$ cat src/rtl/eb2b_ctrl.sv
// rtl/eb2b_ctrl.sv - handshake controller for the 2-entry elastic buffer (eb2b_data)
// Optional statistics counters enabled by defining EB2B_CTRL_STATS_EN.
module eb2b_ctrl #(
    parameter int CNT_WIDTH = 16
) (
    input  logic                 clk,
    input  logic                 reset_n,
    input  logic                 t_0_req,
    output logic                 t_0_ack,
    output logic                 i_0_req,
    input  logic                 i_0_ack,
    input  logic                 flush,
    output logic                 en0,
    output logic                 en1,
    output logic                 sel,
    output logic [1:0]           occupancy,
    output logic [CNT_WIDTH-1:0] stat_xfer,
    output logic [CNT_WIDTH-1:0] stat_stall,
    input  logic                 stat_clr
);

    typedef enum logic [1:0] {
        EMPTY = 2'b00,
        HALF  = 2'b01,
        FULL  = 2'b10
    } state_t;

    state_t state, next_state;
    logic   t_fire, i_fire;

    assign t_fire = t_0_req & t_0_ack;
    assign i_fire = i_0_req & i_0_ack;

    always_comb begin
        next_state = EMPTY;
        en0        = 1'b0;
        en1        = 1'b0;
        sel        = 1'b0;
        case (state)
            EMPTY: begin
                next_state = EMPTY;
                if (t_fire) begin
                    en0        = 1'b1;
                    next_state = HALF;
                end
            end
            HALF: begin
                next_state = HALF;
                if (t_fire && i_fire) begin
                    en0 = 1'b1;
                end else if (t_fire) begin
                    en1        = 1'b1;
                    next_state = FULL;
                end else if (i_fire) begin
                    next_state = EMPTY;
                end
            end
            FULL: begin
                next_state = FULL;
                if (i_fire) begin
                    // Skid entry moves forward into the output register.
                    en0        = 1'b1;
                    sel        = 1'b1;
                    next_state = HALF;
                end
            end
            default: next_state = EMPTY;
        endcase
        if (flush) begin
            next_state = EMPTY;
            en0        = 1'b0;
            en1        = 1'b0;
            sel        = 1'b0;
        end
    end

    // Handshake outputs are registered from next_state so i_0_ack never reaches t_0_ack combinationally.
    always_ff @(posedge clk or negedge reset_n) begin
        if (!reset_n) begin
            state     <= EMPTY;
            t_0_ack   <= 1'b0;
            i_0_req   <= 1'b0;
            occupancy <= 2'd0;
        end else begin
            state     <= next_state;
            t_0_ack   <= (next_state != FULL);
            i_0_req   <= (next_state != EMPTY);
            occupancy <= (next_state == FULL) ? 2'd2 :
                         (next_state == HALF) ? 2'd1 : 2'd0;
        end
    end

`ifdef EB2B_CTRL_STATS_EN
    localparam logic [CNT_WIDTH-1:0] CNT_ONE = {{(CNT_WIDTH-1){1'b0}}, 1'b1};

    logic [CNT_WIDTH-1:0] xfer_q, stall_q;

    always_ff @(posedge clk or negedge reset_n) begin
        if (!reset_n) begin
            xfer_q  <= '0;
            stall_q <= '0;
        end else if (stat_clr) begin
            xfer_q  <= '0;
            stall_q <= '0;
        end else begin
            if (i_fire && (xfer_q != '1)) begin
                xfer_q <= xfer_q + CNT_ONE;
            end
            if (i_0_req && !i_0_ack && (stall_q != '1)) begin
                stall_q <= stall_q + CNT_ONE;
            end
        end
    end

    assign stat_xfer  = xfer_q;
    assign stat_stall = stall_q;
`else
    logic unused_stat_clr;

    assign unused_stat_clr = stat_clr;
    assign stat_xfer       = '0;
    assign stat_stall      = '0;
`endif

endmodule

$ cat config.mk
export PLATFORM = sky130hd
export DESIGN_NAME = eb2b_ctrl
export DESIGN_NICKNAME = d
export VERILOG_FILES = /design/src/rtl/eb2b_ctrl.sv
export SDC_FILE = /design/constraint.sdc
export NUM_CORES = 1
export LEC_CHECK = 0
export ABC_AREA = 1
export BUFFER_PORTS_ARGS = -buffer_cell sky130_fd_sc_hd__buf_2
export CAP_MARGIN = 0
export CORE_MARGIN = 10
export CORE_UTILIZATION = 25
export DETAILED_ROUTE_END_ITERATION = 8
export PLACE_DENSITY = 0.53
export SETUP_SLACK_MARGIN = 0.5
export SLEW_MARGIN = 20
export SYNTH_ARGS = -nofsm -noshare
export SYNTH_HDL_FRONTEND = slang
export SYNTH_SLANG_ARGS = --single-unit
export TNS_END_PERCENT = 20
$ cat constraint.sdc
create_clock -name clk -period 2.4 [get_ports clk]
set_input_delay 0.48 -clock clk [delete_from_list [all_inputs] [get_ports clk]]
set_output_delay 0.48 -clock clk [all_outputs]
set_load 0.02 [all_outputs]
==> metrics.md <==
| Metric | Value |
|---|---|
| Result of the run | `finished clean` |
| Sequential cell area | `150 um2` |
| First-iteration detailed-routing DRC count | `3` |
| Clock net sink count | `6` |
| Peak clock frequency supported by timing | `557 MHz` |
| TritonCTS clock tree | `done` |
| Most frequent cells in the layout | `conb_1, buf_2, nand2_1` |
| Flip-flop and latch count after synthesis | `6` |
| Mapped cell area | `558 um2` |
| Switching component of the power | `131 uW` |
| Post-synthesis compound-gate area fraction | `0.00897` |
| Average footprint of a synthesized cell | `7.75 um2` |
| DR vias | `366` |
| Crit start category | `flop` |
| Xor-xnor portion of the synthesized cell area | `0` |
| Net Sw Frac | `0.405` |
| Shortest clock period the worst path allows after layout | `1790 ps` |
| Unique cell type count in the Yosys netlist | `14` |
| Count of H-tree levels built during CTS | `1` |
| Fill count | `248` |
| Root buffer cell | `clkbuf_4` |
| Number of global-route vias before repair | `358` |
| Post-route standard cell area excluding fillers | `559 um2` |
| Num CTS Buffers | `3` |
| Kind of end point of the critical path | `primary output` |
| Share of the clock period used by the worst path | `0.748` |
| Final HPWL from detailed placement | `980 um` |
| Logic pwr share | `0.351` |
| Number of instances in the synthesized netlist | `72` |
| Final-layout setup total negative slack | `0 ps` |
| Post-synthesis to final-layout area growth | `0.224%` |
| # port buffers | `11` |
| Count of maximum capacitance violations | `0` |
| Delay contributed by the slowest stage of the critical path | `390 ps` |
| Largest delay contributor family on the critical path | `flip-flops` |
| Internal portion of total power | `192 uW` |
| Path category of the worst min-delay check | `in -> async` |
| Total power divided by cell area | `578 nW/um2` |
| Dominant combinational cell family by area after synthesis | `buffers and inverters` |
| Crit path required time | `1920 ps` |
| Number of buffers inserted for hold repair after clock tree synthesis | `0` |
| Die outline width | `67.2 um` |
| Critical path arrival | `1310 ps` |
| Basic-gate share of the synthesized area counting and, or, nand and nor cells | `0.184` |
| Total core area | `2170 um2` |
| Unrepaired setup endpoints after global routing | `false` |
| Residual overflow from global routing | `0` |
| Post-detailed-route wirelength per cell | `9.29 um` |
| Post-synthesis mux area share | `0` |
| Area of the die | `4520 um2` |
| First-pass GRT wire length | `1.42 mm` |
| Clock Tree Buf Depth | `2` |
| Routability congestion estimate from global placement | `0.653` |
| Worst supply voltage drop on vdd | `214 uV` |
| Standard-cell rows | `17` |
| CP max-delay cell | `dfrtp_1` |
| Setup CP Type | `reg -> out` |
| Max Transition Viols Final | `0` |
| Most frequent standard cell in the layout excluding fill and tap cells | `conb_1` |
| DR vias/cell | `3.21` |
| Adder and majority gate portion of the synthesized area | `0.0448` |
| Final Hold Fails | `0` |
| Number of routed nets with antenna violations | `0` |
| Sum of buffers and inverters on the critical path | `3` |
| Total area of multi-input combinational cells | `255 um2` |
| Clock-pin transition on the worst setup and hold timing paths | `50 ps` |
| Cell leakage power | `0.000367 uW` |
| Part of the total power dissipated in the clock network | `0.283` |
| Area post-placement | `524 um2` |
| Sequential fraction of design power | `0.366` |
| Count of yosys warnings during synthesis | `0` |
| Drc violations | `0` |
| Cell repeated most along the worst path | `nand2_1` |
| Inserted Diodes | `0` |
| Fraction of final layout cells sized beyond drive strength 1 | `0.291` |
| Number of setup violations in the final report | `0` |
| Worst-Skew Late Latency | `240 ps` |
| Initial cell density of the core | `0.257` |
| Boundary pin count | `45` |
| Pin count of the biggest net entering global routing | `7` |
| Proportion of synthesized chip area in sequential cells | `0.269` |
| Largest clock skew in the final design | `4.38 ps` |
| Cell chain of the critical path | `nand2_2 > inv_2 > ha_1 > nand2_1 > nand3_1 > nand2_1 > inv_1 > buf_4` |
| Pre-antenna DRT Iters | `2` |
| Vertical die dimension | `67.2 um` |
| Gr usage total | `0.0411` |
| Worst-path maximum fanout | `3` |
| Post-detailed-routing wire length | `1.06 mm` |
| Antenna violations before repair | `0` |
| Net total in the final layout | `96` |
==> cells by family (layout without fill, tap and decap cells) <==
| family | after synthesis | after routing |
|---|---|---|
| AO/OA/AOI/OAI | 1 | 1 |
| adder cells (fa/ha/maj) | 2 | 2 |
| other | 1 | 32 |
| buffers and inverters | 40 | 23 |
| AND/OR/NAND/NOR | 22 | 22 |
| flip-flops | 6 | 6 |
==> through the flow <==
step,util,power [uW],hold slack (ps),setup WS (ps),cells
3_3_place_gp,0.242,225,308,634,110
2_1_floorplan,-,245,184,839,103
5_1_grt,0.258,349,40.0,510,114
6_report,0.258,323,48.2,605,114
3_5_place_dp,0.242,227,310,606,110
4_1_cts,0.252,323,45.0,530,113
==> layout make-up <==
type	instances	area share
Tap cell	28	0.0626
Inverter	8	0.0559
Multi-Input combinational cell	57	0.456
Clock buffer	3	0.0403
Sequential cell	6	0.268
Timing Repair Buffer	12	0.116
==> final timing paths <==
| kind | to | slack, ps | from | cells after the start |
|---|---|---|---|---|
| setup / recovery | en0 | 610 | i_0_req$_DFF_PN0_ | 8 |
| hold / removal | state[1]$_DFF_PN0_ | 50 | reset_n | 1 |
| setup reg to reg | t_0_ack$_DFF_PN0_ | 1070 | i_0_req$_DFF_PN0_ | 7 |
| hold reg to reg | occupancy[1]$_DFF_PN0_ | 710 | state[0]$_DFF_PN0_ | 3 |
| max in group asynchronous | t_0_ack$_DFF_PN0_ | 2210 | reset_n | 1 |
| min in group clk | occupancy[1]$_DFF_PN0_ | 590 | flush | 3 |
==> registers in the layout, indices dropped and copies added (netlist names) <==
signal and count:
occupancy 2, state 2, i_0_req 1, t_0_ack 1
==> power groups by stage <==
stage               sequential [uW]  combinational (uW)  clock [uW]
floorplan                       127                 118           0
detailed placement              119                 109           0
finish                          118                 114        91.4
global placement                118                 107           0
global route                    120                 126         104
CTS                             118                 109        96.7
==> repair_timing <==
action | in CTS | in global routing
setup buffers | 0 | 1
resized for setup | 0 | 3
endpoints found under the setup margin | 0 | 1
==> Yosys cell counts <==
cell type  instances  area [um2]
a21oi_1            1        5.00
buf_4             32         240
clkinv_2           1        5.00
conb_1             1        3.75
dfrtp_1            6         150
ha_1               2        25.0
inv_1              5        18.8
inv_2              2        7.51
nand2_1           10        37.5
nand2_2            2        12.5
nand3_1            3        15.0
nand3_2            1        10.0
nor2_1             4        15.0
nor2_2             2        12.5
==> metal layers <==
metal / track usage / part of all wire / vias up
li1: - / - / 178
met1: 0.0375 / 0.28 / 158
met2: 0.0758 / 0.51 / 28
met5: 0 / 0 / -
met3: 0.0116 / 0.20 / 2
met4: 0.0308 / 0.015 / 0
Power figures use the tool's default switching activity.
